===== src/rtl/cpu_pkg.sv =====
`default_nettype none
// ============================================================================
// Module  : cpu_pkg
// Purpose : Shared types and constants for the boot-time program loader.
// Revision: 1.0 - initial release
// ============================================================================
package cpu_pkg;

  localparam int BYTE_W = 8;

  typedef enum logic [1:0] {
    LOAD  = 2'd0,
    WRITE = 2'd1,
    HOLD  = 2'd2,
    RUN   = 2'd3
  } state_t;

endpackage
`default_nettype wire


===== src/rtl/imem_loader_word_assembler.sv =====
`default_nettype none
// ============================================================================
// Module  : word_assembler
// Purpose : Big-endian byte-to-word shifter with byte counter.
// Revision: 1.0 - initial release
// ============================================================================
module word_assembler
  import cpu_pkg::*;
#(
  parameter int WIDTH = 32
) (
  input  logic              clk,
  input  logic              rst,
  input  logic              clr,
  input  logic              shift_en,
  input  logic [BYTE_W-1:0] in_data,
  output logic [WIDTH-1:0]  word,
  output logic              last_byte
);

  localparam int BYTES = WIDTH / BYTE_W;
  localparam int CW    = (BYTES > 1) ? $clog2(BYTES) : 1;

  logic [CW-1:0] r_byte_cnt;

  // word is the value including the byte on in_data, valid when last_byte fires
  assign last_byte = shift_en && (r_byte_cnt == CW'(BYTES - 1));

  always_ff @(posedge clk or posedge rst) begin
    if (rst) begin
      r_byte_cnt <= '0;
    end else if (clr || last_byte) begin
      r_byte_cnt <= '0;
    end else if (shift_en) begin
      r_byte_cnt <= r_byte_cnt + 1'b1;
    end
  end

  generate
    if (BYTES > 1) begin : g_multi_byte
      logic [WIDTH-BYTE_W-1:0] r_shift;

      always_ff @(posedge clk or posedge rst) begin
        if (rst) begin
          r_shift <= '0;
        end else if (shift_en) begin
          r_shift <= word[WIDTH-BYTE_W-1:0];
        end
      end

      assign word = {r_shift, in_data};
    end else begin : g_single_byte
      assign word = in_data;
    end
  endgenerate

endmodule
`default_nettype wire


===== src/rtl/imem_loader.sv =====
`default_nettype none
// ============================================================================
// Module  : imem_loader
// Purpose : Streams a byte image into instruction memory, then releases cpu.
// Revision: 1.0 - initial release
// ============================================================================
module imem_loader
  import cpu_pkg::*;
#(
  parameter  int WIDTH               = 32,
  parameter  int INSTRACTION_NUMBERS = 8,
  parameter  int RST_HOLD            = 2,
  localparam int AW                  = $clog2(INSTRACTION_NUMBERS)
) (
  input  logic              clk,
  input  logic              rst,
  input  logic              in_valid,
  input  logic [BYTE_W-1:0] in_data,
  output logic              in_ready,
  input  logic              reload,
  output logic              imem_we,
  output logic [AW-1:0]     imem_waddr,
  output logic [WIDTH-1:0]  imem_wdata,
  output logic              cpu_rst,
  output logic              load_done
);

  localparam int HW = (RST_HOLD > 1) ? $clog2(RST_HOLD) : 1;

  state_t           r_state,      w_state_nxt;
  logic [AW-1:0]    r_word_addr,  w_word_addr_nxt;
  logic [HW-1:0]    r_hold_cnt,   w_hold_cnt_nxt;
  logic             w_we_nxt;
  logic [AW-1:0]    w_waddr_nxt;
  logic [WIDTH-1:0] w_wdata_nxt;
  logic             w_cpu_rst_nxt;
  logic             w_load_done_nxt;

  logic             w_accept;
  logic [WIDTH-1:0] w_word;
  logic             w_last_byte;

  assign in_ready = (r_state == LOAD) && !reload && !rst;
  assign w_accept = in_valid && in_ready;

  word_assembler #(
    .WIDTH (WIDTH)
  ) u_word_assembler (
    .clk       (clk),
    .rst       (rst),
    .clr       (reload),
    .shift_en  (w_accept),
    .in_data   (in_data),
    .word      (w_word),
    .last_byte (w_last_byte)
  );

  always_ff @(posedge clk or posedge rst) begin
    if (rst) begin
      r_state     <= LOAD;
      r_word_addr <= '0;
      r_hold_cnt  <= '0;
      imem_we     <= 1'b0;
      imem_waddr  <= '0;
      imem_wdata  <= '0;
      cpu_rst     <= 1'b1;
      load_done   <= 1'b0;
    end else begin
      r_state     <= w_state_nxt;
      r_word_addr <= w_word_addr_nxt;
      r_hold_cnt  <= w_hold_cnt_nxt;
      imem_we     <= w_we_nxt;
      imem_waddr  <= w_waddr_nxt;
      imem_wdata  <= w_wdata_nxt;
      cpu_rst     <= w_cpu_rst_nxt;
      load_done   <= w_load_done_nxt;
    end
  end

  always_comb begin
    w_state_nxt     = r_state;
    w_word_addr_nxt = r_word_addr;
    w_hold_cnt_nxt  = r_hold_cnt;
    w_we_nxt        = 1'b0;
    w_waddr_nxt     = imem_waddr;
    w_wdata_nxt     = imem_wdata;
    w_cpu_rst_nxt   = cpu_rst;
    w_load_done_nxt = load_done;

    // reload overrides every state; an in-flight write already sits in imem_we
    if (reload) begin
      w_state_nxt     = LOAD;
      w_word_addr_nxt = '0;
      w_hold_cnt_nxt  = '0;
      w_cpu_rst_nxt   = 1'b1;
      w_load_done_nxt = 1'b0;
    end else begin
      case (r_state)
        LOAD: begin
          if (w_last_byte) begin
            w_state_nxt = WRITE;
            w_we_nxt    = 1'b1;
            w_waddr_nxt = r_word_addr;
            w_wdata_nxt = w_word;
          end
        end
        WRITE: begin
          if (r_word_addr == AW'(INSTRACTION_NUMBERS - 1)) begin
            w_state_nxt    = HOLD;
            w_hold_cnt_nxt = '0;
          end else begin
            w_state_nxt     = LOAD;
            w_word_addr_nxt = r_word_addr + 1'b1;
          end
        end
        HOLD: begin
          if (r_hold_cnt == HW'(RST_HOLD - 1)) begin
            w_state_nxt     = RUN;
            w_cpu_rst_nxt   = 1'b0;
            w_load_done_nxt = 1'b1;
          end else begin
            w_hold_cnt_nxt = r_hold_cnt + 1'b1;
          end
        end
        RUN: begin
          w_state_nxt = RUN;
        end
        default: begin
          w_state_nxt = LOAD;
        end
      endcase
    end
  end

endmodule
`default_nettype wire


===== config.mk =====
export PLATFORM = sky130hd
export DESIGN_NAME = imem_loader
export DESIGN_NICKNAME = d
export VERILOG_FILES = /design/src/rtl/cpu_pkg.sv /design/src/rtl/imem_loader_word_assembler.sv /design/src/rtl/imem_loader.sv
export SDC_FILE = /design/constraint.sdc
export NUM_CORES = 1
export LEC_CHECK = 0
export BUFFER_PORTS_ARGS = -buffer_cell sky130_fd_sc_hd__clkbuf_2
export CORE_ASPECT_RATIO = 1.75
export CORE_MARGIN = 4
export CORE_UTILIZATION = 55
export CTS_BUF_LIST = sky130_fd_sc_hd__clkbuf_8 sky130_fd_sc_hd__clkbuf_16
export CTS_CLUSTER_SIZE = 10
export DETAILED_ROUTE_END_ITERATION = 16
export PLACE_DENSITY = 0.83
export SLEW_MARGIN = 40
export SYNTH_ARGS = -nofsm -noshare
export SYNTH_HDL_FRONTEND = slang
export SYNTH_SLANG_ARGS = --single-unit

===== constraint.sdc =====
create_clock -name clk -period 2.45 [get_ports clk]
set_clock_uncertainty 0.05 [all_clocks]
set_input_delay 0.3675 -clock clk [delete_from_list [all_inputs] [get_ports clk]]
set_output_delay 0.3675 -clock clk [all_outputs]
set_load 0.05 [all_outputs]

; After elaboration in Yosys (flattened, before gate mapping)
; Index checks and enable logic that the tools add are counted.
[classes]
addsub = 3
multipliers = 0
div = 0
order_cmp = 0
eq_ne = 9
shifts = 0
muxes = 23
bitwise_logic = 1
n_reduce_logical = 18
[ops]
columns = cell, n
row1 = 1-bit 2-to-1 mux, 12
row2 = 2-bit 2-to-1 mux, 6
row3 = 3-bit 2-to-1 mux, 3
row4 = 2-bit one-hot mux with 4 select lines, 1
row5 = 2-bit AND reduction, 4
row6 = 2-bit nonzero test, 4
row7 = "2-bit equality test, second input constant", 3
row8 = "3-bit inequality test, second input constant", 2
row9 = 1-bit logical AND, 4
row10 = "3-bit by 1-bit adder with 3-bit output, second input constant", 1
row11 = "3-bit equality test, second input constant", 1
row12 = "3-bit by 2-bit inequality test with 1-bit output, second input constant", 1
row13 = 3-bit AND reduction, 1
row14 = 3-bit nonzero test, 1
row15 = "2-bit by 1-bit adder with 2-bit output, second input constant", 1
row16 = "2-bit by 1-bit equality test with 1-bit output, second input constant", 1
row17 = 1-bit logical NOT, 2
row18 = 2-bit logical NOT, 1
row19 = "2-bit inequality test, second input constant", 1
row20 = 1-bit one-hot mux with 2 select lines, 1
row21 = "1-bit adder, second input constant", 1
row22 = 1-bit logical OR, 1
row23 = 1-bit NOT, 1
[totals]
ff_bits = 70
latchBits = 0
ram_bits = 0
mem_bits_ro = 0
in_bits = 12
out_inout_bits = 39
elab_cells = 64
memories = 0

; Longest topological paths before layout
; Gate-level depths: netlist (run 1).
[depth]
depth_word = 8
mapped_depth = 5

; Modules after synthesis
; From an unflattened synthesis (run 1), not the netlist that was laid out.
[hier_totals]
cells_unflattened = 181
hier_area_um2 = 3026.7
[modules_own_cells]
columns = module, n_inst, cells_per_inst, area_per_inst_um2, seq_area_each_um2
row1 = imem_loader, 1, 112, 1871.8, 1102.3
row2 = word_assembler, 1, 69, 1154.9, 650.6

; Worst setup path before layout (run 1)
; OpenSTA, ideal clock, no wires.
[synth_timing]
kind = flip-flop to flip-flop
startpoint = reg r_state[1]
endpoint = reg imem_wdata[0]
setup_ns = 0.125
arrival_time_ns = 2.074
required_time_ns = 2.275
path_slack_ns = 0.201
stages_incl_launch_ff = 6
path_buffers = 1
period_less_slack_ns = 2.249
cell_sequence = dfrtp_1 > nor4_4 > nand3_4 > inv_6 > buf_12 > mux2_4
[synth_via]
elab_chain_len = 6
[synth_rtl]
columns = item, line_no
row1 = from (decl), imem_loader.sv:30  ; state_t r_state, w_state_nxt;
row2 = from (signal assigned), imem_loader.sv:69  ; r_state <= w_state_nxt;
row3 = 2-bit logical NOT, imem_loader.sv:43  ; assign in_ready = (r_state == LOAD) && !reload && !rst;
row4 = 1-bit logical AND (2 in series), imem_loader.sv:43
row5 = named net in_ready, imem_loader.sv:19  ; output logic in_ready,
row6 = 1-bit logical AND, imem_loader.sv:44  ; assign w_accept = in_valid && in_ready;
row7 = 1-bit logical AND, imem_loader_word_assembler.sv:27  ; assign last_byte = shift_en && (r_byte_cnt == CW'(BYTES - 1));
row8 = 3-bit AND reduction (no line), -
row9 = to (signal assigned), imem_loader.sv:74  ; imem_wdata <= w_wdata_nxt;
row10 = to (decl), imem_loader.sv:23  ; output logic [WIDTH-1:0] imem_wdata,
; The timed path passes the listed nets, and every way through them passes these cells.
; A chain may end at the register's enable or synchronous reset.

; Worst setup path after layout (run 1)
[layout_timing]
startpoint = reg r_state[1]
endpoint = out in_ready
[layout_via]
elab_chain_len = 3
[layout_rtl]
columns = item, line_no
row1 = 2-bit logical NOT, imem_loader.sv:43
row2 = 1-bit logical AND (2 in series), imem_loader.sv:43
row3 = to (decl), imem_loader.sv:19
; Every way passes these cells.

==> results of run 1 <==
[area by class of cell]
cell class,count,area share
repair buffers,51,0.0815
flip-flops and latches,70,0.529
clock inverters,6,0.0185
inverters,2,0.00378
multi-input cells,90,0.305
clock buffers,10,0.0415
well taps,54,0.0204
[report_power, final]
group	internal [µW]	switching (µW)	total, µW
clock	496	418	914
sequential	1310	95.3	1400
combinational	152	155	307
[layout by cell type, fill, tap and decap left out, types with 2 or more instances in the layout]
cell / count
sky130_fd_sc_hd__a21oi_1: 3
sky130_fd_sc_hd__clkbuf_2: 50
sky130_fd_sc_hd__clkbuf_8: 10
sky130_fd_sc_hd__clkinv_2: 2
sky130_fd_sc_hd__dfrtp_1: 69
sky130_fd_sc_hd__ha_1: 3
sky130_fd_sc_hd__inv_6: 2
sky130_fd_sc_hd__mux2_2: 30
sky130_fd_sc_hd__mux2_4: 29
sky130_fd_sc_hd__mux2i_1: 4
sky130_fd_sc_hd__nand2_1: 2
sky130_fd_sc_hd__nor2_1: 7
sky130_fd_sc_hd__nor2b_1: 2
[worst max-delay path by stage]
stage / endpoint
finish: in_ready
global route: in_ready
CTS: in_ready
detailed placement: imem_wdata[4]$_DFFE_PP0P_
global placement: imem_wdata[4]$_DFFE_PP0P_
floorplan: imem_wdata[0]$_DFFE_PP0P_
[routing by layer]
metal,up-vias,share of wire
met4,0,0.015
li1,706,-
met3,6,0.060
met1,782,0.41
met5,-,0
met2,40,0.51
[critical path: cells and delay by family, from the launching register on]
family | cells | cell delay [ps]
buffers and inverters | 1 | 370
DFF | 1 | 480
and+or+nand+nor | 1 | 480
[state kept, by name (all words and copies together) (netlist names)]
name / cells
imem_wdata: 32
u_word_assembler.g_multi_byte.r_shift: 24
imem_waddr: 3
r_word_addr: 3
r_state: 2
u_word_assembler.r_byte_cnt: 2
cpu_rst: 1
imem_we: 1
load_done: 1
r_hold_cnt: 1
[cells by family (layout without fill, tap and decap cells)]
logic type                 after synthesis  after routing
AOI/OAI and AO/OA                        6              6
buffers and inverters                    8             69
DFF                                     70             70
xor gates and xnor gates                 1              1
muxes                                   63             63
and+or+nand+nor                         17             17
adders and majority gates                3              3
[through the flow]
step	worst slack, ps	hold WS (ps)	util	cell area [µm²]
after detailed placement	370	440	0.621	3120
final	376	84.5	0.660	3310
after floorplan	201	403	-	2860
after global placement	442	434	0.621	3120
after CTS	373	89.3	0.660	3310
after global routing	304	105	0.660	3310
==> run_summary.xml, run 1 <==
<?xml version="1.0" encoding="UTF-8"?>
<metrics>
  <group name="clocking">
    <metric name="cts_htree_levels" unit="">3</metric>
    <metric name="postCtsSetupRepairBufs" unit="">0</metric>
    <metric name="numCtsBuffers" unit="">9</metric>
    <metric name="cts-root-buf" unit="">sky130_fd_sc_hd__clkbuf_8</metric>
    <metric name="clock_sink_count" unit="">70</metric>
    <metric name="tritoncts_clock_tree" unit="">yes</metric>
    <metric name="clock_transition_at_the_registers_of_the_reported_paths" unit="ps">80</metric>
    <metric name="clock_insertion_delay_worst_skew" unit="ps">340</metric>
    <metric name="post_cts_resized" unit="">0</metric>
    <metric name="cts.hold.buffers_added" unit="">0</metric>
    <metric name="cts.path.max_buffers" unit="">2</metric>
  </group>
  <group name="sta">
    <metric name="report.final.setup_viol" unit="">0</metric>
    <metric name="slew_at_the_pin_closest_to_its_max_slew_limit" unit="ps">607</metric>
    <metric name="timing.final.crit_share" unit="">0.847</metric>
    <metric name="final_hold_viol_count" unit="">0</metric>
    <metric name="grt_setup_unrepaired" unit="">false</metric>
    <metric name="max_clock_freq" unit="GHz">0.482</metric>
    <metric name="max_slew_margin" unit="">0.594</metric>
    <metric name="final.setup.tns" unit="ps">0</metric>
    <metric name="report.final.slew_viol_count" unit="">0</metric>
    <metric name="final.min_clock_period" unit="ps">2070</metric>
  </group>
  <group name="power">
    <metric name="power" unit="µW">2620</metric>
    <metric name="pwr_density_cell" unit="nW/µm²">791</metric>
    <metric name="power.ir.vdd_worst" unit="V">0.000456</metric>
    <metric name="p_leak" unit="µW">0.00170</metric>
  </group>
  <group name="yosys">
    <metric name="synth_enable_flop_cells" unit="">0</metric>
    <metric name="synthesis.yosys.warnings" unit="">0</metric>
    <metric name="yosys_most_used_dff" unit="">sky130_fd_sc_hd__dfrtp_1</metric>
    <metric name="seq_area_frac_synth" unit="">0.612</metric>
    <metric name="synth_commonest_cells" unit="">sky130_fd_sc_hd__dfrtp_1 (69), sky130_fd_sc_hd__mux2_2 (30), sky130_fd_sc_hd__mux2_4 (29)</metric>
    <metric name="synthAdderAreaFrac" unit="">0.0131</metric>
    <metric name="synth-compound-area-share" unit="">0.0118</metric>
    <metric name="synthArstFlopShare" unit="">1.00</metric>
    <metric name="synth_top_family_by_area" unit="">multiplexers</metric>
    <metric name="yosys-top-cells-area" unit="">sky130_fd_sc_hd__dfrtp_1 (60%), sky130_fd_sc_hd__mux2_4 (15%), sky130_fd_sc_hd__mux2_2 (12%)</metric>
    <metric name="xor_and_xnor_area_share_after_synthesis" unit="">0.00306</metric>
    <metric name="synth.mux.area_fraction" unit="">0.284</metric>
    <metric name="synthesis.instances" unit="">168</metric>
    <metric name="post_synth.cell_area_avg" unit="µm²">17.0</metric>
    <metric name="synth_cell_type_count" unit="">25</metric>
    <metric name="synth.most_common_cell" unit="">sky130_fd_sc_hd__dfrtp_1</metric>
    <metric name="library_cell_with_the_largest_summed_area_after_synthesis" unit="">sky130_fd_sc_hd__dfrtp_1</metric>
    <metric name="netlist_area" unit="µm²">2860</metric>
    <metric name="yosys_register_bits" unit="">70</metric>
    <metric name="syn_nets" unit="">183</metric>
    <metric name="synth_top_area_frac" unit="">0.603</metric>
    <metric name="synth_simple_gate_area_share" unit="">0.0415</metric>
  </group>
  <group name="floorplanning">
    <metric name="placementRows" unit="">34</metric>
    <metric name="fp.dieArea" unit="µm²">6470</metric>
    <metric name="start_util" unit="">0.571</metric>
    <metric name="core" unit="µm²">5020</metric>
    <metric name="io_pins" unit="">51</metric>
    <metric name="floorplan.die.height" unit="µm">103</metric>
    <metric name="die_w" unit="µm">62.6</metric>
  </group>
  <group name="route">
    <metric name="drt-total-wl" unit="µm">4600</metric>
    <metric name="vias" unit="">1534</metric>
    <metric name="drt.antenna.violating_nets" unit="">0</metric>
    <metric name="detail_route.first_pass.iterations" unit="">4</metric>
    <metric name="route.detailed.vias_per_inst" unit="">5.42</metric>
    <metric name="post-route-drc-count" unit="">0</metric>
    <metric name="detailedRoute.firstIterationViolations" unit="">74</metric>
    <metric name="average_wire_per_cell_in_the_routed_design" unit="µm">16.3</metric>
  </group>
  <group name="status">
    <metric name="run_status" unit="">finished, final reports clean</metric>
  </group>
  <group name="place">
    <metric name="total_of_buffers_placed_on_input_and_output_ports" unit="">50</metric>
    <metric name="place_hpwl" unit="µm">3170</metric>
    <metric name="dp.cells" unit="">267</metric>
    <metric name="place.gp.congestion" unit="">0.747</metric>
  </group>
  <group name="global_route">
    <metric name="global_route.usage.met1" unit="">0.202</metric>
    <metric name="global_route_wire_length_before_repair" unit="µm">7990</metric>
    <metric name="global_route.usage.met3" unit="">0.0714</metric>
    <metric name="total_overflow_reported_by_the_global_router" unit="">0</metric>
    <metric name="grt_start_max_net_pins" unit="">44</metric>
    <metric name="globalRouteTotalUtil" unit="">0.164</metric>
    <metric name="global_route.peak_usage_layer" unit="">met2</metric>
    <metric name="number_of_antenna_violations_at_the_first_check_in_global_routing" unit="">0</metric>
    <metric name="grtUsageMet2" unit="">0.248</metric>
    <metric name="via_count_of_the_first_global_routing_pass" unit="">1622</metric>
  </group>
  <group name="final_layout">
    <metric name="nets" unit="">239</metric>
    <metric name="final.fill_count" unit="">386</metric>
    <metric name="fin_cells" unit="">283</metric>
    <metric name="drive_above_1_share" unit="">0.572</metric>
    <metric name="antenna_cells" unit="">0</metric>
    <metric name="syn_to_final_growth" unit="%">15.7</metric>
    <metric name="final-seq-area" unit="µm²">1750</metric>
    <metric name="multiInputGateArea" unit="µm²">1010</metric>
  </group>
  <group name="worst_setup_path">
    <metric name="setup.reg_to_reg.worst_slack" unit="ps">420</metric>
    <metric name="critical_path.cell_chain" unit="">nor4_4 -&gt; clkbuf_2</metric>
    <metric name="crit_start" unit="">r_state[1]$_DFFE_PP0P_</metric>
    <metric name="worstSetupPathType" unit="">register to output pin</metric>
    <metric name="rr_worst_depth" unit="">4</metric>
    <metric name="cpMaxStageDelayCell" unit="">sky130_fd_sc_hd__dfrtp_1</metric>
    <metric name="r2r_start" unit="">r_state[1]$_DFFE_PP0P_</metric>
    <metric name="crit_fanout" unit="">7</metric>
    <metric name="end_kind" unit="">output pin</metric>
    <metric name="timing.critical_path.required" unit="ps">2030</metric>
    <metric name="rr_endpoint" unit="">imem_wdata[4]$_DFFE_PP0P_</metric>
    <metric name="start_kind" unit="">register</metric>
    <metric name="worst_ep_arrival_time" unit="ps">1660</metric>
    <metric name="crit_path_max_incr_delay" unit="ps">480</metric>
  </group>
  <group name="run">
    <metric name="maxCapViolations" unit="">0</metric>
  </group>
  <group name="worst_hold_path">
    <metric name="worstHoldPathType" unit="">input pin to async pin</metric>
  </group>
</metrics>
No activity file was read; power rests on OpenSTA's default activity.
==> run 2: changes to the inputs <==
--- a/config.mk
+++ b/config.mk
@@ -8,11 +8,11 @@
 export BUFFER_PORTS_ARGS = -buffer_cell sky130_fd_sc_hd__clkbuf_2
 export CORE_ASPECT_RATIO = 1.75
 export CORE_MARGIN = 4
-export CORE_UTILIZATION = 55
+export CORE_UTILIZATION = 49
 export CTS_BUF_LIST = sky130_fd_sc_hd__clkbuf_8 sky130_fd_sc_hd__clkbuf_16
 export CTS_CLUSTER_SIZE = 10
 export DETAILED_ROUTE_END_ITERATION = 16
-export PLACE_DENSITY = 0.83
+export PLACE_DENSITY = 0.78
 export SLEW_MARGIN = 40
 export SYNTH_ARGS = -nofsm -noshare
 export SYNTH_HDL_FRONTEND = slang
==> constraint.sdc (replaced) <==
create_clock -name clk -period 1.65 [get_ports clk]
set_clock_uncertainty 0.05 [all_clocks]
set_input_delay 0.2475 -clock clk [delete_from_list [all_inputs] [get_ports clk]]
set_output_delay 0.2475 -clock clk [all_outputs]
set_load 0.05 [all_outputs]
==> run 2 against run 1 <==
Compared with the run above: combinational power rose by 53%; worst setup slack got worse by 350 ps; register-to-register slack got worse by 390 ps; largest cell class unchanged; global-route usage fell by 0.88 points; routed wire length rose by 6.0%; via count rose by 3.4%; worst hold slack improved by 22 ps; highest routed layer unchanged.
==> run_summary.xml, run 2 (synthesis gave the netlist of run 1 again) <==
<?xml version="1.0" encoding="UTF-8"?>
<metrics>
  <group name="status">
    <metric name="run_status" unit="">finished, final reports clean</metric>
  </group>
  <group name="global_route">
    <metric name="global_route_wire_length_before_repair" unit="µm">8200</metric>
    <metric name="grt_start_max_net_pins" unit="">42</metric>
    <metric name="via_count_of_the_first_global_routing_pass" unit="">1707</metric>
    <metric name="number_of_antenna_violations_at_the_first_check_in_global_routing" unit="">0</metric>
    <metric name="total_overflow_reported_by_the_global_router" unit="">0</metric>
    <metric name="globalRouteTotalUtil" unit="">0.156</metric>
  </group>
  <group name="clocking">
    <metric name="clock_insertion_delay_worst_skew" unit="ps">340</metric>
    <metric name="clock_transition_at_the_registers_of_the_reported_paths" unit="ps">70</metric>
    <metric name="cts_htree_levels" unit="">3</metric>
    <metric name="tritoncts_clock_tree" unit="">yes</metric>
    <metric name="numCtsBuffers" unit="">9</metric>
    <metric name="cts.path.max_buffers" unit="">2</metric>
    <metric name="clock_sink_count" unit="">70</metric>
    <metric name="cts-root-buf" unit="">sky130_fd_sc_hd__clkbuf_8</metric>
  </group>
  <group name="floorplanning">
    <metric name="core" unit="µm²">5630</metric>
    <metric name="placementRows" unit="">36</metric>
    <metric name="start_util" unit="">0.509</metric>
    <metric name="io_pins" unit="">51</metric>
    <metric name="fp.dieArea" unit="µm²">7180</metric>
    <metric name="floorplan.die.height" unit="µm">109</metric>
    <metric name="die_w" unit="µm">65.8</metric>
  </group>
  <group name="final_layout">
    <metric name="layout.cells.most_common" unit="">sky130_fd_sc_hd__dfrtp_1</metric>
    <metric name="final.fill_count" unit="">429</metric>
    <metric name="largest_register_ffs" unit="">32</metric>
    <metric name="drive_above_1_share" unit="">0.609</metric>
    <metric name="antenna_cells" unit="">0</metric>
    <metric name="fin_cells" unit="">319</metric>
    <metric name="syn_to_final_growth" unit="%">24.3</metric>
    <metric name="largest-register" unit="">imem_wdata</metric>
    <metric name="layout_common_cells" unit="">sky130_fd_sc_hd__dfrtp_1 (68), sky130_fd_sc_hd__clkbuf_2 (49), sky130_fd_sc_hd__mux2_2 (30), sky130_fd_sc_hd__mux2_4 (29), sky130_fd_sc_hd__clkbuf_8 (10)</metric>
    <metric name="nets" unit="">253</metric>
    <metric name="reg_top3" unit="">imem_wdata x32, u_word_assembler.g_multi_byte.r_shift x24</metric>
  </group>
  <group name="route">
    <metric name="drt.antenna.violating_nets" unit="">0</metric>
    <metric name="detail_route.first_pass.iterations" unit="">4</metric>
    <metric name="average_wire_per_cell_in_the_routed_design" unit="µm">15.3</metric>
    <metric name="top_signal_layer_used" unit="">met4</metric>
    <metric name="detailedRoute.firstIterationViolations" unit="">51</metric>
    <metric name="route.met3.wl" unit="µm">228</metric>
    <metric name="vias" unit="">1586</metric>
    <metric name="drt-total-wl" unit="µm">4880</metric>
    <metric name="post-route-drc-count" unit="">0</metric>
    <metric name="route.detailed.vias_per_inst" unit="">4.97</metric>
    <metric name="met1_length" unit="µm">2010</metric>
    <metric name="met2WireLength" unit="µm">2510</metric>
  </group>
  <group name="sta">
    <metric name="report.final.setup_viol" unit="">0</metric>
    <metric name="final.min_clock_period" unit="ps">1620</metric>
    <metric name="final_hold_viol_count" unit="">0</metric>
    <metric name="report.final.slew_viol_count" unit="">0</metric>
    <metric name="slew_at_the_pin_closest_to_its_max_slew_limit" unit="ps">354</metric>
    <metric name="timing.final.crit_share" unit="">0.982</metric>
    <metric name="max_clock_freq" unit="GHz">0.617</metric>
    <metric name="max_slew_margin" unit="">0.761</metric>
    <metric name="grt_setup_unrepaired" unit="">true</metric>
    <metric name="final.setup.tns" unit="ps">0</metric>
    <metric name="postLayoutSetupSlackWorst" unit="ps">29.5</metric>
  </group>
  <group name="worst_setup_path">
    <metric name="end_kind" unit="">register</metric>
    <metric name="rr_worst_depth" unit="">6</metric>
    <metric name="crit_fanout" unit="">10</metric>
    <metric name="r2r_start" unit="">r_state[1]$_DFFE_PP0P_</metric>
    <metric name="rr_endpoint" unit="">imem_wdata[7]$_DFFE_PP0P_</metric>
    <metric name="worstSetupPathType" unit="">register to register</metric>
    <metric name="start_kind" unit="">register</metric>
    <metric name="critical_path.cell_chain" unit="">nor4_4 -&gt; buf_4 -&gt; nand3_4 -&gt; inv_6 -&gt; buf_12 -&gt; mux2_4</metric>
    <metric name="crit_path_max_incr_delay" unit="ps">410</metric>
    <metric name="worst_ep_arrival_time" unit="ps">1800</metric>
    <metric name="setup.reg_to_reg.worst_slack" unit="ps">30</metric>
    <metric name="timing.critical_path.required" unit="ps">1830</metric>
    <metric name="cpMaxStageDelayCell" unit="">sky130_fd_sc_hd__dfrtp_1</metric>
  </group>
  <group name="worst_hold_path">
    <metric name="hold_end" unit="">imem_wdata[0]$_DFFE_PP0P_</metric>
    <metric name="hold_start" unit="">in_data[0]</metric>
    <metric name="timing.hold.worst_path_depth" unit="">2</metric>
    <metric name="worstHoldPathType" unit="">input pin to register</metric>
  </group>
  <group name="place">
    <metric name="total_of_buffers_placed_on_input_and_output_ports" unit="">50</metric>
    <metric name="dp.cells" unit="">299</metric>
    <metric name="preCtsSetupSlack" unit="ps">-8.52</metric>
    <metric name="place_hpwl" unit="µm">3450</metric>
    <metric name="place.gp.congestion" unit="">0.710</metric>
  </group>
  <group name="run">
    <metric name="maxCapViolations" unit="">0</metric>
  </group>
  <group name="power">
    <metric name="p_leak" unit="µW">0.00178</metric>
    <metric name="power.ir.vdd_worst" unit="V">0.000698</metric>
    <metric name="pwr_density_cell" unit="nW/µm²">1140</metric>
  </group>
</metrics>
## run 2: cell types whose count changed in the layout (fill, tap and decap cells not counted), sizes merged
| cell | change |
|---|---|
| bufinv | +1 |
| clkinvlp | +3 |
| buf | +12 |
| dlygate4sd3 | +1 |
| clkbuf | +1 |
| clkinv | -1 |
| inv | -3 |
## run 2: where the power goes
part           internal [µW]  leakage, µW  switching, µW
combinational            240     0.000754            230
sequential              1940     0.000923            145
clock                    886     0.000108            619
## run 2: worst max path at each step
stage | end | slack (ps) | from
floorplan | imem_wdata[0]$_DFFE_PP0P_ | -570 | r_state[0]$_DFFE_PP0P_
global placement | u_word_assembler.g_multi_byte.r_shift[16]$_DFFE_PP0P_ | 40 | rst
detailed placement | u_word_assembler.g_multi_byte.r_shift[11]$_DFFE_PP0P_ | -9 | rst
CTS | in_ready | 3 | r_state[0]$_DFFE_PP0P_
global route | in_ready | -50 | r_state[1]$_DFFE_PP0P_
finish | imem_wdata[7]$_DFFE_PP0P_ | 30 | r_state[1]$_DFFE_PP0P_
## run 2: area by class of cell
class | instances | area, µm² | share of cell area
repair buffers | 65 | 453 | 0.127
well taps | 76 | 95.1 | 0.0267
inverters | 2 | 16.3 | 0.00457
clock buffers | 10 | 138 | 0.0387
flip-flops and latches | 70 | 1750 | 0.493
multi-input cells | 90 | 1020 | 0.286
clock inverters | 6 | 85.1 | 0.0239
## run 2: through the flow
stage / power [µW] / cell area [µm²] / utilization / hold WS [ps]
3_3_place_gp: 2550 / 3260 / 0.579 / 318
3_5_place_dp: 2590 / 3260 / 0.579 / 329
5_1_grt: 4270 / 3560 / 0.632 / 84.2
2_1_floorplan: 2440 / 2870 / - / 346
6_report: 4060 / 3560 / 0.632 / 106
4_1_cts: 4120 / 3520 / 0.625 / 88.5
## run 2: layer usage
| metal | global-route usage | vias up |
|---|---|---|
| met5 | 0 | - |
| met4 | 0.0861 | 0 |
| met3 | 0.0588 | 10 |
| met2 | 0.249 | 43 |
| met1 | 0.177 | 799 |
| li1 | - | 734 |
## run 2: repair_timing
item	4_1_cts	5_1_grt
setup endpoints to repair	8	26
buffers inserted	1	1
cloned	0	1
hold buffers	1	0
resized for setup	3	2
pin swaps	1	1
endpoints found under the hold margin	41	0
## run 2: worst max-delay path: cells and delay by family, from the launching register on
| kind | cells | cell delay [ps] |
|---|---|---|
| buf+inv | 3 | 420 |
| flops | 1 | 410 |
| simple gates | 2 | 320 |
| mux | 1 | 310 |
==> run 3: changes to the inputs <==
--- a/config.mk
+++ b/config.mk
@@ -8,11 +8,11 @@
 export BUFFER_PORTS_ARGS = -buffer_cell sky130_fd_sc_hd__clkbuf_2
 export CORE_ASPECT_RATIO = 1.75
 export CORE_MARGIN = 4
-export CORE_UTILIZATION = 49
-export CTS_BUF_LIST = sky130_fd_sc_hd__clkbuf_8 sky130_fd_sc_hd__clkbuf_16
+export CORE_UTILIZATION = 52
+export CTS_BUF_LIST = sky130_fd_sc_hd__clkbuf_8
 export CTS_CLUSTER_SIZE = 10
 export DETAILED_ROUTE_END_ITERATION = 16
-export PLACE_DENSITY = 0.78
+export PLACE_DENSITY = 0.82
 export SLEW_MARGIN = 40
 export SYNTH_ARGS = -nofsm -noshare
 export SYNTH_HDL_FRONTEND = slang
==> run 3 against run 2 <==
Compared with the run above: global-route usage grew 0.61 points; worst hold slack got worse by 87 ps; core utilization rose by 3.9 points; final cell count unchanged; critical path depth unchanged; clock power decreased by 16%; combinational power increased by 3%; first-iteration DRC count grew 24%.
==> run_summary.xml, run 3 (synthesis gave the netlist of run 1 again) <==
<?xml version="1.0" encoding="UTF-8"?>
<metrics>
  <group name="floorplanning">
    <metric name="die_w" unit="µm">64.1</metric>
    <metric name="placementRows" unit="">35</metric>
    <metric name="floorplan.die.height" unit="µm">106</metric>
    <metric name="core" unit="µm²">5300</metric>
    <metric name="start_util" unit="">0.540</metric>
    <metric name="fp.dieArea" unit="µm²">6810</metric>
    <metric name="io_pins" unit="">51</metric>
  </group>
  <group name="clocking">
    <metric name="cts_htree_levels" unit="">3</metric>
    <metric name="cts-root-buf" unit="">sky130_fd_sc_hd__clkbuf_8</metric>
    <metric name="cts.path.max_buffers" unit="">2</metric>
    <metric name="numCtsBuffers" unit="">9</metric>
    <metric name="tritoncts_clock_tree" unit="">yes</metric>
    <metric name="clock_transition_at_the_registers_of_the_reported_paths" unit="ps">80</metric>
    <metric name="clock_sink_count" unit="">70</metric>
    <metric name="cts.hold.buffers_added" unit="">0</metric>
    <metric name="clock_insertion_delay_worst_skew" unit="ps">340</metric>
  </group>
  <group name="worst_hold_path">
    <metric name="worstHoldPathType" unit="">input pin to async pin</metric>
  </group>
  <group name="sta">
    <metric name="final.min_clock_period" unit="ps">1640</metric>
    <metric name="max_slew_margin" unit="">0.687</metric>
    <metric name="report.final.setup_viol" unit="">0</metric>
    <metric name="postLayoutSetupSlackWorst" unit="ps">14.1</metric>
    <metric name="report.final.slew_viol_count" unit="">0</metric>
    <metric name="final_hold_viol_count" unit="">0</metric>
    <metric name="timing.final.crit_share" unit="">0.991</metric>
    <metric name="grt_setup_unrepaired" unit="">true</metric>
    <metric name="slew_at_the_pin_closest_to_its_max_slew_limit" unit="ps">469</metric>
    <metric name="max_clock_freq" unit="GHz">0.611</metric>
  </group>
  <group name="power">
    <metric name="power.ir.vdd_worst" unit="V">0.000773</metric>
    <metric name="pwr_density_cell" unit="nW/µm²">1080</metric>
    <metric name="p_leak" unit="µW">0.00180</metric>
    <metric name="power" unit="µW">3840</metric>
  </group>
  <group name="final_layout">
    <metric name="fin_area" unit="µm²">3560</metric>
    <metric name="largest-register" unit="">imem_wdata</metric>
    <metric name="syn_to_final_growth" unit="%">24.3</metric>
    <metric name="antenna_cells" unit="">0</metric>
    <metric name="drive_above_1_share" unit="">0.612</metric>
    <metric name="layout_common_cells" unit="">sky130_fd_sc_hd__dfrtp_1 (68), sky130_fd_sc_hd__clkbuf_2 (49), sky130_fd_sc_hd__mux2_2 (30), sky130_fd_sc_hd__mux2_4 (29), sky130_fd_sc_hd__clkbuf_8 (12)</metric>
    <metric name="reg_top3" unit="">imem_wdata x32, u_word_assembler.g_multi_byte.r_shift x24</metric>
    <metric name="largest_register_ffs" unit="">32</metric>
    <metric name="layout.cells.most_common" unit="">sky130_fd_sc_hd__dfrtp_1</metric>
    <metric name="nets" unit="">255</metric>
    <metric name="layout.core_utilization" unit="">0.672</metric>
  </group>
  <group name="route">
    <metric name="drt.antenna.violating_nets" unit="">0</metric>
    <metric name="drt-total-wl" unit="µm">5060</metric>
    <metric name="post-route-drc-count" unit="">0</metric>
    <metric name="vias" unit="">1592</metric>
    <metric name="route.detailed.vias_per_inst" unit="">4.99</metric>
    <metric name="average_wire_per_cell_in_the_routed_design" unit="µm">15.9</metric>
    <metric name="detailedRoute.firstIterationViolations" unit="">63</metric>
    <metric name="detail_route.first_pass.iterations" unit="">4</metric>
  </group>
  <group name="place">
    <metric name="place.gp.congestion" unit="">0.730</metric>
    <metric name="total_of_buffers_placed_on_input_and_output_ports" unit="">50</metric>
    <metric name="preCtsSetupSlack" unit="ps">-13.6</metric>
    <metric name="detailed_place.area" unit="µm²">3270</metric>
    <metric name="place_hpwl" unit="µm">3500</metric>
  </group>
  <group name="worst_setup_path">
    <metric name="cpMaxStageDelayCell" unit="">sky130_fd_sc_hd__dfrtp_2</metric>
    <metric name="rr_worst_depth" unit="">6</metric>
    <metric name="worstSetupPathType" unit="">register to register</metric>
    <metric name="critical_path.cell_chain" unit="">nor4_4 -&gt; buf_4 -&gt; nand3_4 -&gt; clkinv_8 -&gt; clkbuf_16 -&gt; mux2_4</metric>
    <metric name="worst_ep_arrival_time" unit="ps">1810</metric>
    <metric name="crit_fanout" unit="">7</metric>
    <metric name="timing.critical_path.required" unit="ps">1820</metric>
    <metric name="cpLargestDelayFamily" unit="">flip-flops</metric>
    <metric name="rr_endpoint" unit="">imem_wdata[28]$_DFFE_PP0P_</metric>
    <metric name="r2r_start" unit="">r_state[0]$_DFFE_PP0P_</metric>
    <metric name="end_kind" unit="">register</metric>
    <metric name="path_buf_inv" unit="">3</metric>
    <metric name="setup.reg_to_reg.worst_slack" unit="ps">10</metric>
    <metric name="start_kind" unit="">register</metric>
    <metric name="crit_path_max_incr_delay" unit="ps">420</metric>
  </group>
  <group name="global_route">
    <metric name="global_route_wire_length_before_repair" unit="µm">8270</metric>
    <metric name="via_count_of_the_first_global_routing_pass" unit="">1698</metric>
    <metric name="total_overflow_reported_by_the_global_router" unit="">0</metric>
    <metric name="number_of_antenna_violations_at_the_first_check_in_global_routing" unit="">0</metric>
    <metric name="grt_start_max_net_pins" unit="">31</metric>
    <metric name="globalRouteTotalUtil" unit="">0.162</metric>
  </group>
  <group name="run">
    <metric name="maxCapViolations" unit="">0</metric>
  </group>
  <group name="status">
    <metric name="run_status" unit="">finished, final reports clean</metric>
  </group>
</metrics>
[run 3: through the flow]
step | hold slack, ps | cells | TNS [ps]
after global routing | 37.0 | 319 | -250
after floorplan | 346 | 168 | -27260
final | 18.7 | 319 | 0
after global placement | 374 | 298 | 0
after detailed placement | 390 | 298 | -75.1
after CTS | 20.1 | 315 | -143
[run 3: repair_timing]
action                     CTS  global route
buffers inserted             1             2
setup endpoints to repair   33            27
resized for setup            3             4
gates cloned                 0             2
pin swaps                    1             0
[run 3: layout make-up]
| cell class | count | area [µm²] |
|---|---|---|
| clock buffer | 12 | 165 |
| clock inverter | 4 | 21.3 |
| fill | 388 | 1740 |
| inverter | 2 | 23.8 |
| multi-input combinational | 90 | 1020 |
| sequential | 70 | 1750 |
| tap | 74 | 92.6 |
| timing repair buffer | 67 | 483 |
[run 3: worst reg2reg max path, delay by kind of cell, from the launching register on]
family,cells,cell delay [ps]
flops,1,420
buf+inv,3,410
simple gates,2,330
mux,1,290
[run 3: layer usage]
layer	vias up	global-route usage	routed length [µm]
met2	37	0.269	2700
met5	-	0	0
met3	8	0.0497	203
met4	0	0.0726	72
met1	805	0.190	2090
li1	742	-	-
[run 3: power breakdown]
group / switching [µW] / internal [µW] / leakage, µW / total (µW)
Combinational: 239 / 244 / 0.000775 / 483
Clock: 607 / 658 / 0.0000996 / 1270
Sequential: 150 / 1940 / 0.000923 / 2090
Total: 996 / 2840 / 0.00180 / 3840
[run 3: how the worst max path moves through the flow]
| stage | startpoint | end | slack (ps) | cells past startpoint |
|---|---|---|---|---|
| 2_1_floorplan | r_state[0]$_DFFE_PP0P_ | imem_wdata[0]$_DFFE_PP0P_ | -570 | 5 |
| 3_3_place_gp | r_state[0]$_DFFE_PP0P_ | u_word_assembler.g_multi_byte.r_shift[19]$_DFFE_PP0P_ | 50 | 4 |
| 3_5_place_dp | r_state[0]$_DFFE_PP0P_ | u_word_assembler.g_multi_byte.r_shift[19]$_DFFE_PP0P_ | -10 | 4 |
| 4_1_cts | r_state[0]$_DFFE_PP0P_ | imem_wdata[7]$_DFFE_PP0P_ | -20 | 6 |
| 5_1_grt | r_state[0]$_DFFE_PP0P_ | in_ready | -20 | 3 |
| 6_report | r_state[0]$_DFFE_PP0P_ | imem_wdata[28]$_DFFE_PP0P_ | 10 | 6 |
